--- config.mk ---
export PLATFORM = sky130hd
export DESIGN_NAME = chnl_slave_fifo_flat
export DESIGN_NICKNAME = d
export VERILOG_FILES = /design/src/rtl/chnl_slave_fifo_if.sv /design/src/rtl/chnl_slave_fifo.sv /design/src/flat_wrapper.sv
export SDC_FILE = /design/constraint.sdc
export NUM_CORES = 1
export LEC_CHECK = 0
export BUFFER_PORTS_ARGS = -buffer_cell sky130_fd_sc_hd__buf_2
export CORE_MARGIN = 3
export CORE_UTILIZATION = 50
export DETAILED_ROUTE_END_ITERATION = 12
export MAX_ROUTING_LAYER = met4
export PLACE_DENSITY = 0.72
export REMOVE_ABC_BUFFERS = 1
export SLEW_MARGIN = 20
export SYNTH_ARGS = -nofsm -noshare
export SYNTH_HDL_FRONTEND = slang
export SYNTH_SLANG_ARGS = --single-unit
--- constraint.sdc ---
create_clock -name clk_i -period 3.62 [get_ports clk_i]
set_input_delay 0.724 -clock clk_i [delete_from_list [all_inputs] [get_ports clk_i]]
set_output_delay 0.724 -clock clk_i [all_outputs]
set_load 0.03 [all_outputs]
--- src/rtl/chnl_slave_fifo_if.sv ---
// Channel write port and arbiter pop port of one MCDT slave FIFO.
// Signal names keep the direction as seen from the FIFO (slave modport).
interface chnl_slave_fifo_if #(
   parameter int DATA_W   = 32,
   parameter int MARGIN_W = 6
);
   logic [DATA_W-1:0]   ch_data_i;
   logic                ch_valid_i;
   logic                ch_ready_o;
   logic [MARGIN_W-1:0] ch_margin_o;
   logic                slv_en_i;
   logic                a2s_ack_i;
   logic                slv_req_o;
   logic [DATA_W-1:0]   slv_data_o;
   logic [MARGIN_W-1:0] slv_count_o;
   logic                slv_ovf_o;
   logic                slv_udf_o;

   modport slave (
      input  ch_data_i, ch_valid_i, slv_en_i, a2s_ack_i,
      output ch_ready_o, ch_margin_o, slv_req_o, slv_data_o,
      output slv_count_o, slv_ovf_o, slv_udf_o
   );

   modport master (
      output ch_data_i, ch_valid_i, slv_en_i, a2s_ack_i,
      input  ch_ready_o, ch_margin_o, slv_req_o, slv_data_o,
      input  slv_count_o, slv_ovf_o, slv_udf_o
   );
endinterface

--- src/rtl/chnl_slave_fifo.sv ---
// Per-channel first-word-fall-through FIFO at the front of the MCDT datapath.
// Ready/req come from registered count only; sticky overflow/underflow flags.
module chnl_slave_fifo #(
   parameter int DATA_W   = 32,
   parameter int DEPTH    = 32,
   parameter int ADDR_W   = 5,
   parameter int MARGIN_W = 6
) (
   input logic              clk_i,
   input logic              rst_i,
   chnl_slave_fifo_if.slave bus
);
   localparam logic [MARGIN_W-1:0] FULL_CNT = MARGIN_W'(DEPTH);
   localparam logic [MARGIN_W-1:0] ONE      = MARGIN_W'(1);

   logic [DATA_W-1:0]   mem [DEPTH];
   logic [ADDR_W-1:0]   wr_ptr;
   logic [ADDR_W-1:0]   rd_ptr;
   logic [MARGIN_W-1:0] count;
   logic [MARGIN_W-1:0] margin;
   logic                ovf;
   logic                udf;
   logic                full;
   logic                empty;
   logic                ready;
   logic                req;
   logic                push;
   logic                pop;

   assign full  = (count == FULL_CNT);
   assign empty = (count == '0);
   assign ready = bus.slv_en_i & ~full & ~rst_i;
   assign req   = bus.slv_en_i & ~empty;
   assign push  = bus.ch_valid_i & ready;
   assign pop   = bus.a2s_ack_i & req;

   assign bus.ch_ready_o  = ready;
   assign bus.ch_margin_o = margin;
   assign bus.slv_req_o   = req;
   assign bus.slv_count_o = count;
   assign bus.slv_ovf_o   = ovf;
   assign bus.slv_udf_o   = udf;
   // Head word is forced to zero when empty so reset shows a clean bus
   assign bus.slv_data_o  = empty ? '0 : mem[rd_ptr];

   always_ff @(posedge clk_i) begin
      if (push) begin
         mem[wr_ptr] <= bus.ch_data_i;
      end
   end

   always_ff @(posedge clk_i or posedge rst_i) begin
      if (rst_i) begin
         wr_ptr <= '0;
         rd_ptr <= '0;
      end else begin
         if (push) begin
            wr_ptr <= wr_ptr + ADDR_W'(1);
         end
         if (pop) begin
            rd_ptr <= rd_ptr + ADDR_W'(1);
         end
      end
   end

   always_ff @(posedge clk_i or posedge rst_i) begin
      if (rst_i) begin
         count  <= '0;
         margin <= FULL_CNT;
      end else if (push && !pop) begin
         count  <= count + ONE;
         margin <= margin - ONE;
      end else if (pop && !push) begin
         count  <= count - ONE;
         margin <= margin + ONE;
      end
   end

   always_ff @(posedge clk_i or posedge rst_i) begin
      if (rst_i) begin
         ovf <= 1'b0;
         udf <= 1'b0;
      end else begin
         if (bus.ch_valid_i && bus.slv_en_i && full) begin
            ovf <= 1'b1;
         end
         if (bus.a2s_ack_i && !req) begin
            udf <= 1'b1;
         end
      end
   end
endmodule

--- src/flat_wrapper.sv ---
// flat-port wrapper written by rule: the top's interface ports become plain ports
module chnl_slave_fifo_flat 
#(
   parameter int DATA_W   = 32,
   parameter int DEPTH    = 32,
   parameter int ADDR_W   = 5,
   parameter int MARGIN_W = 6
)
  (clk_i, rst_i, bus_ch_data_i, bus_ch_valid_i, bus_slv_en_i, bus_a2s_ack_i, bus_ch_ready_o, bus_ch_margin_o, bus_slv_req_o, bus_slv_data_o, bus_slv_count_o, bus_slv_ovf_o, bus_slv_udf_o);
  chnl_slave_fifo_if #(.DATA_W(DATA_W), .MARGIN_W(MARGIN_W)) bus_i ();
  input logic clk_i;
  input logic rst_i;
  input wire logic [$bits(bus_i.ch_data_i)-1:0] bus_ch_data_i;
  input wire logic [$bits(bus_i.ch_valid_i)-1:0] bus_ch_valid_i;
  input wire logic [$bits(bus_i.slv_en_i)-1:0] bus_slv_en_i;
  input wire logic [$bits(bus_i.a2s_ack_i)-1:0] bus_a2s_ack_i;
  output wire logic [$bits(bus_i.ch_ready_o)-1:0] bus_ch_ready_o;
  output wire logic [$bits(bus_i.ch_margin_o)-1:0] bus_ch_margin_o;
  output wire logic [$bits(bus_i.slv_req_o)-1:0] bus_slv_req_o;
  output wire logic [$bits(bus_i.slv_data_o)-1:0] bus_slv_data_o;
  output wire logic [$bits(bus_i.slv_count_o)-1:0] bus_slv_count_o;
  output wire logic [$bits(bus_i.slv_ovf_o)-1:0] bus_slv_ovf_o;
  output wire logic [$bits(bus_i.slv_udf_o)-1:0] bus_slv_udf_o;
  assign bus_i.ch_data_i = bus_ch_data_i;
  assign bus_i.ch_valid_i = bus_ch_valid_i;
  assign bus_i.slv_en_i = bus_slv_en_i;
  assign bus_i.a2s_ack_i = bus_a2s_ack_i;
  assign bus_ch_ready_o = bus_i.ch_ready_o;
  assign bus_ch_margin_o = bus_i.ch_margin_o;
  assign bus_slv_req_o = bus_i.slv_req_o;
  assign bus_slv_data_o = bus_i.slv_data_o;
  assign bus_slv_count_o = bus_i.slv_count_o;
  assign bus_slv_ovf_o = bus_i.slv_ovf_o;
  assign bus_slv_udf_o = bus_i.slv_udf_o;
  chnl_slave_fifo #(.DATA_W(DATA_W), .DEPTH(DEPTH), .ADDR_W(ADDR_W), .MARGIN_W(MARGIN_W)) u_core (.clk_i(clk_i), .rst_i(rst_i), .bus(bus_i));
endmodule
# After elaboration in Yosys (flattened, before gate mapping)
# Memories as Yosys holds them, arrays and structs flattened.
# Index checks and enable logic that the tools add are counted.
dict set report totals {
  mem_bits_rw 1024
  out_inout_bits 48
  mem_count 1
  word_cells 39
  inputBits 37
  romBits 0
  latch_bits 0
  register_bits 24
}
# name depth word_bits read_ports rd_clocked_by_memory_dff write_ports line
set mem_list {}
lappend mem_list {u_core.mem 32 32 1 0 1 chnl_slave_fifo.sv:16} ;# logic [DATA_W-1:0] mem [DEPTH];
dict set report classes {
  addsub 6
  n_bitwise 8
  shifts 0
  n_lt_le_gt_ge 0
  mux 7
  n_eq_ne 1
  div_mod_pow 0
  reduce_logical 10
  mul 0
}
# cell count
set ops {}
lappend ops {{$mux 32} 1}
lappend ops {{$mux 6} 4}
lappend ops {{$add 6x1->6 const B} 2}
lappend ops {{$sub 6x1->6 const B} 2}
lappend ops {{$add 5x1->5 const B} 2}
lappend ops {{$eq 6x6->1 const B} 1}
lappend ops {{$logic_not 6->1} 1}
lappend ops {{$and 1x1->1} 5}
lappend ops {{$logic_and 1x1->1} 5}
lappend ops {{$logic_not 1->1} 3}
lappend ops {{$not 1->1} 3}
lappend ops {{$mux 1} 2}
lappend ops {{$reduce_bool 2->1} 1}

# Longest topological paths before layout
# Gate-level depths: netlist (run 1).
dict set report logic_depth {
  depth_word 9
  mapped_depth 10
  depth_no_buf 9
}

# Least setup slack after synthesis (run 1)
# Ideal clock, no wire load.
dict set report synth_path {
  kind {input-to-reg}
  from {input port bus_slv_en_i}
  to {memory u_core.mem[28][0] (enable)}
  slack_ns 0.437
  required_ns 3.199
  path_stages 5
  arrival_time_ns 2.761
  setup_ns 0.421
  path_buffers 1
  cell_sequence {nor2b_1 o311a_1 buf_2 nand2_1 nor2_1}
}
dict set report synth_between {
  elab_chain_cells 5
}
# item line
set synth_rtl {}
lappend synth_rtl {{from (decl)} flat_wrapper.sv:15} ;# input wire logic [$bits(bus_i.slv_en_i)-1:0] bus_slv_en_i;
lappend synth_rtl {{$and 1x1->1 (2 in a row)} chnl_slave_fifo.sv:32} ;# assign ready = bus.slv_en_i & ~full & ~rst_i;
lappend synth_rtl {{$and 1x1->1} chnl_slave_fifo.sv:34} ;# assign push = bus.ch_valid_i & ready;
lappend synth_rtl {{via u_core.push} chnl_slave_fifo.sv:27} ;# logic push;
lappend synth_rtl {{$mux 1} chnl_slave_fifo.sv:47} ;# if (push) begin
lappend synth_rtl {{$mux 1 (not written as such)} chnl_slave_fifo.sv:48} ;# mem[wr_ptr] <= bus.ch_data_i;
lappend synth_rtl {{to (decl)} chnl_slave_fifo.sv:16}
# The timed path passes the listed nets, and every way through them passes these cells.

# Worst setup path after layout (run 1)
dict set report layout_path {
  from {register u_core.rd_ptr[0]}
  to {output port bus_slv_data_o[22]}
}
dict set report layout_between {
  elab_chain_cells 2
}
# item line
set layout_rtl {}
lappend layout_rtl {{from (decl)} chnl_slave_fifo.sv:18} ;# logic [ADDR_W-1:0] rd_ptr;
lappend layout_rtl {{from (signal assigned)} chnl_slave_fifo.sv:61} ;# rd_ptr <= rd_ptr + ADDR_W'(1);
lappend layout_rtl {{$mem_v2 32x32} -}
lappend layout_rtl {{$mux 32} chnl_slave_fifo.sv:44} ;# assign bus.slv_data_o = empty ? '0 : mem[rd_ptr];
lappend layout_rtl {{to (decl)} flat_wrapper.sv:20} ;# output wire logic [$bits(bus_i.slv_data_o)-1:0] bus_slv_data_o;
# Every way passes these cells.

==> qor.csv, run 1 <==
metric;value;unit
status;complete, but fails checks;
failed_checks;setup timing;
cts_made_buffers;102;
critPathArrivalTime;2.96;ns
syn_area_per_cell;21.74;µm²
drt_iter0_markers;2471;
initial_utilization;50.88;%
cp_max_fo;7;
finalCriticalPeriod;3.682;ns
ant_nets;0;
postPlaceCellArea;0.04334;mm²
setup_violations;20;
yosysUniqueCellTypes;53;
grt_pass1_vias;21860;
crit_path_end_kind;output port;
drive_above_1_share;33.48;%
fin_skew;0.03735;ns
finalCritPeriodShare;101.7;%
root_buffer;clkbuf_16;
grt_usage;25.59;%
hpwl;53480;µm
hold_path.class;in2async;
max_freq;0.2716;GHz
dr.pass1.iters;5;
p_leak;15.91;nW
synth_xor_area_share;0.3248;%
synth_fa_ha_area_share;0.5320;%
yosys_register_bits;1048;
async_flop_share;2.290;%
wl;106200;µm
postLayoutCellArea;0.04867;mm²
critical_path_class;reg2out;
ir_drop;0.6489;mV
die-area;0.08436;mm²
synth_top_family_by_area;multiplexers;
hold_slack;0.1971;ns
synthCells;1861;
grt_pass1_wl;151600;µm
wl_per_cell;32.39;µm
synthMuxAreaShare;14.02;%
die_w;290.4;µm
worst_pin_slew;1.010;ns
via_per_inst;6.491;
synth.yosys.seq_area_share;77.50;%
crit_path_start_kind;flop;
crit_path_top_delay_cell;dfrtp_4;
vias;21290;
slew_violations;0;
cp_common_cell;buf_4;
clk_transition_reported_paths;0.06;ns
ctsHoldBuffers;0;
postLayoutCoreUtil;61.21;%
syn_area;0.04045;mm²
die-height;290.4;µm
slowest_delay;0.53;ns
yosys_most_used_dff;edfxtp_1;
cts_tree;yes;
rr_worst_depth;9;
antenna_found_initial;4;
synth_edf_count;1024;
p_per_area;796.4;mW/mm²
syn_to_final_growth;20.31;%
clk_path_buf_depth;3;
maxSlewHeadroom;32.22;%
globalRouteOverflowTotal;0;
rows;103;
core-area;0.07952;mm²
yosys.area_share.simple;1.420;%
setup_ws;-0.06240;ns
nets;2193;
maxCapViolCount;0;
drc;0;
grt_max_degree;53;
htree_levels;3;
ys_warn_count;0;
cp.required;2.90;ns
clock_latency;0.68;ns
crit_chain;buf_4 -> buf_16 -> mux4_2 -> a22o_1 -> a2111oi_4 -> nor3_2 -> buf_4;
io_pins;85;
hold_viol_final;0;
synth-compound-area-share;4.630;%
clock-sinks;1048;
place_congestion;0.7853;
numPortBuffers;84;
rsz0062_at_grt;true;
-- sequential cells by signal, indices dropped and copies added, names as in the netlist --
signal and count:
u_core.rd_ptr 5, u_core.bus.slv_ovf_o 1, u_core.bus.slv_count_o 6, u_core.bus.ch_margin_o 6
u_core.mem 1024, u_core.wr_ptr 5, u_core.bus.slv_udf_o 1
-- critical path: cells and delay by family (launching register included) --
| kind | cells | cell delay [ns] |
|---|---|---|
| DFF | 1 | 0.53 |
| buffers and inverters | 3 | 0.55 |
| AOI/OAI and AO/OA | 2 | 0.60 |
| and+or+nand+nor | 1 | 0.13 |
| muxes | 1 | 0.50 |
-- metal layers --
metal / share of wire [%] / up-vias / GRT usage, %
met4: 3.5 / 0 / 8.428
met3: 9.8 / 259 / 5.021
met5: 0 / - / -
met1: 37 / 11240 / 33.47
li1: - / 8502 / -
met2: 50 / 1291 / 40.89
-- area by class of cell --
cell class	count	area (µm²)
antenna	2	5.005
clock buffer	118	2634
clock inverter	74	854.6
fill	5197	30850
inverter	10	37.54
multi-input combinational	694	9323
sequential	1048	31370
tap	1050	1314
timing repair buffer	284	3134
-- final timing paths --
path / from / endpoint / slack [ns]
max: u_core.rd_ptr[0] / bus_slv_data_o[22] / -0.06
min: rst_i / u_core.wr_ptr[4] / 0.20
max reg2reg: u_core.bus.slv_count_o[0] / u_core.bus.slv_count_o[5] / 0.38
min reg2reg: u_core.bus.slv_ovf_o / u_core.bus.slv_ovf_o / 0.48
max in group asynchronous: rst_i / u_core.rd_ptr[0] / 2.89
min in group clk_i: bus_a2s_ack_i / u_core.bus.slv_udf_o / 0.36
-- metrics by stage --
step / worst slack (ns) / power (mW) / cells / TNS (ns)
global route: -0.1261 / 40.00 / 3280 / -2.533
CTS: -0.07911 / 38.35 / 3264 / -1.143
detailed placement: 0.1788 / 24.96 / 3011 / 0
finish: -0.06240 / 38.76 / 3280 / -0.5446
floorplan: -10.51 / 20.00 / 1752 / -372.13
global placement: 0.2159 / 24.81 / 3011 / 0
-- cells by family after synthesis --
group / count (synthesis)
mux: 325
simple gates: 118
xor+xnor: 15
fa+ha+maj: 16
compound gates: 220
buf+inv: 119
flops: 1048
-- synthesized netlist by cell type (3+ instances only) --
master,count,share of area (%)
a21o_1,3,0.056
nor2b_1,6,0.093
o21ai_0,7,0.087
mux2_2,3,0.084
xnor2_1,9,0.19
nor3_1,31,0.38
nand3_1,4,0.049
xor2_1,6,0.13
o211ai_1,4,0.074
buf_6,14,0.39
o22ai_1,32,0.49
edfxtp_1,1024,76
buf_2,13,0.16
a22o_1,63,1.4
nand2_1,19,0.18
dfrtp_1,23,1.4
a2111oi_2,16,0.59
ha_1,14,0.43
inv_1,10,0.093
mux2i_1,129,3.2
a2111oi_0,16,0.35
a211oi_1,32,0.59
buf_1,9,0.084
clkbuf_1,54,0.50
nor2_1,41,0.38
a21oi_1,3,0.037
o221ai_1,31,0.67
buf_4,18,0.33
nand3b_1,4,0.074
mux4_2,193,11
-- placed cells by master, fill, tap and decap left out, types with 17 or more instances in the layout --
cell type  instances
a2111oi_4         22
a211oi_2          23
a22o_1            63
buf_12            45
buf_2             54
buf_4            136
buf_6             19
bufinv_16         17
clkbuf_16        108
clkinv_1          27
clkinv_2          18
dfrtp_1           18
edfxtp_1        1024
mux2i_1          128
mux4_2           193
nand2_1           19
nor2_4            33
nor3_1            23
o221ai_1          30
o22ai_1           31
-- repair_timing --
action,in CTS,in global routing
pin swaps,13,21
setup endpoints to repair,32,32
gates resized for setup,150,28
cloned,13,5
endpoints found under the hold margin,0,0
buffers inserted,49,13
-- report_power, final --
part           switching [mW]  leakage [nW]  internal (mW)  total, mW
Sequential              0.420          9.49           13.6       14.1
Combinational            7.30          4.72           6.43       13.7
Clock                    4.53          1.69           6.45       11.0
Total                    12.2          15.9           26.5       38.8
No activity file was read; power rests on OpenSTA's default activity.
==> inputs of run 2 (changes only) <==
--- a/config.mk
+++ b/config.mk
@@ -8,6 +8,7 @@
 export BUFFER_PORTS_ARGS = -buffer_cell sky130_fd_sc_hd__buf_2
 export CORE_MARGIN = 3
 export CORE_UTILIZATION = 50
+export CTS_BUF_LIST = sky130_fd_sc_hd__clkbuf_2 sky130_fd_sc_hd__clkbuf_4 sky130_fd_sc_hd__clkbuf_8
 export DETAILED_ROUTE_END_ITERATION = 12
 export MAX_ROUTING_LAYER = met4
 export PLACE_DENSITY = 0.72
==> qor.csv, run 2 (same netlist as run 1, synthesis figures left out) <==
metric;value;unit
status;complete, but fails checks;
failed_checks;setup timing;
maxCapViolCount;0;
die-height;290.4;µm
core-area;0.07952;mm²
ant_nets;0;
clk_transition_reported_paths;0.06;ns
cp_common_cell;buf_16;
finalCritPeriodShare;106.7;%
setup_ws;-0.2410;ns
cts_made_buffers;163;
globalRouteOverflowTotal;0;
regMostFlops;u_core.mem;
largest_reg_flops;1024;
vias;21530;
pwr-share-comb;37.3;%
crit_path_start_kind;flop;
register_area;0.03137;mm²
cp_max_fo;8;
finalCriticalPeriod;3.861;ns
drive_above_1_share;37.72;%
p_per_area;777.3;mW/mm²
stdcell_count;3407;
fin_skew;0.03786;ns
dp_slack;0.1788;ns
die-area;0.08436;mm²
rows;103;
p_sw;12.36;mW
grt_pass1_wl;149600;µm
root_buffer;clkbuf_8;
hpwl;53480;µm
cts_tree;yes;
grt_max_degree;53;
max_freq;0.2590;GHz
final_common_cell;edfxtp_1;
hold_path.class;in2async;
via_per_inst;6.318;
grt_pass1_vias;21960;
wl;104400;µm
place_congestion;0.7853;
p_leak;16.06;nW
dr.pass1.iters;5;
crit_chain;buf_12 -> buf_16 -> buf_16 -> mux4_2 -> a22o_1 -> a2111oi_4 -> nor3_2 -> buf_4;
fill_cells;5203;
setup_violations;32;
multi_input_area;0.009420;mm²
ir_drop;0.6484;mV
wl_per_cell;30.63;µm
drc;0;
p_int;25.51;mW
hold_viol_final;0;
critPathArrivalTime;3.14;ns
cp.required;2.90;ns
slowest_delay;0.51;ns
drt_iter0_markers;2507;
pwr-share-seq;37.1;%
syn_to_final_growth;20.44;%
nets;2275;
clock_latency;0.81;ns
crit_path_end_kind;output port;
initial_utilization;50.88;%
setup-tns-final;-5.177;ns
grt_usage;25.27;%
critical_path_class;reg2out;
p_sw_share;32.64;%
pwr-share-clk;25.7;%
finalPower;37.87;mW
clk_path_buf_depth;3;
mostFrequentLayoutCells;edfxtp_1, mux4_2, clkbuf_8;
slew_violations;0;
numPortBuffers;84;
postLayoutCoreUtil;61.28;%
post-place-cells;3011;
maxSlewHeadroom;33.39;%
worst_pin_slew;0.9930;ns
htree_levels;4;
io_pins;85;
die_w;290.4;µm
antenna_found_initial;5;
crit_path_top_delay_cell;mux4_2;
clock-sinks;1048;
rsz0062_at_grt;true;
## run 2: changes by cell type in the layout (fill, tap and decap cells not counted), moves of 5 or more
| cell | delta |
|---|---|
| bufinv_16 | -12 |
| buf_4 | +12 |
| clkbuf_8 | +165 |
| clkbuf_16 | -103 |
| nor3_1 | -6 |
| clkinv_2 | +9 |
| clkbuf_4 | +47 |
| buf_6 | +7 |
| clkinv_1 | +14 |
| inv_6 | +5 |
| clkbuf_1 | -15 |
## run 2: area by class of cell
| cell class | instances | area share [%] |
|---|---|---|
| sequential | 1048 | 64.38 |
| multi-input combinational | 694 | 19.33 |
| timing repair buffer | 305 | 6.934 |
| clock buffer | 212 | 5.385 |
| tap | 1050 | 2.696 |
| clock inverter | 85 | 1.179 |
| inverter | 10 | 0.07704 |
| antenna | 3 | 0.01541 |
## run 2: what timing repair did
action,in CTS,in global routing
setup buffers,56,29
pin swaps,37,32
hold buffers,0,0
resized for setup,186,43
setup endpoints to repair,32,32
gates cloned,14,5
## run 2: final timing paths
check	start	end	slack [ns]	depth (start not counted)
worst max-delay path	u_core.rd_ptr[0]	bus_slv_data_o[16]	-0.24	8
worst min-delay path	rst_i	u_core.wr_ptr[3]	0.05	2
worst max register to register	u_core.bus.slv_count_o[0]	u_core.bus.slv_count_o[5]	0.39	9
worst min register to register	u_core.bus.slv_ovf_o	u_core.bus.slv_ovf_o	0.48	1
max in group asynchronous	rst_i	u_core.rd_ptr[1]	3.03	2
min in group clk_i	bus_a2s_ack_i	u_core.bus.slv_udf_o	0.23	3
## run 2: stage by stage
stage	area [µm²]	hold slack, ns
6_report	48720	0.04748
5_1_grt	48720	0.06630
4_1_cts	48270	0.1541
3_5_place_dp	43340	0.4557
3_3_place_gp	43340	0.4541
2_1_floorplan	39850	0.5511
## run 2: per-layer routing
| layer | wire length (µm) | up-vias | share of wire [%] | GRT usage [%] |
|---|---|---|---|---|
| met4 | 3158 | 0 | 3.0 | 9.125 |
| met1 | 39780 | 11310 | 38 | 33.27 |
| li1 | - | 8683 | - | - |
| met3 | 9980 | 239 | 9.6 | 5.449 |
| met5 | 0 | - | 0 | - |
| met2 | 51440 | 1293 | 49 | 39.43 |
## run 2: worst max-delay path, delay by kind of cell (launching register included)
family	cells	cell delay, ns
AO/OA/AOI/OAI	2	0.63
flip-flops	1	0.46
buffers and inverters	4	0.64
multiplexers	1	0.51
AND/OR/NAND/NOR	1	0.07
## run 2: power groups by stage
stage	logic (mW)	registers (mW)	clock network, mW
3_3_place_gp	10.6	14.3	0
4_1_cts	13.5	14.0	9.84
6_report	14.1	14.0	9.72
3_5_place_dp	10.7	14.3	0
2_1_floorplan	5.23	14.8	0
5_1_grt	14.8	14.1	10.4
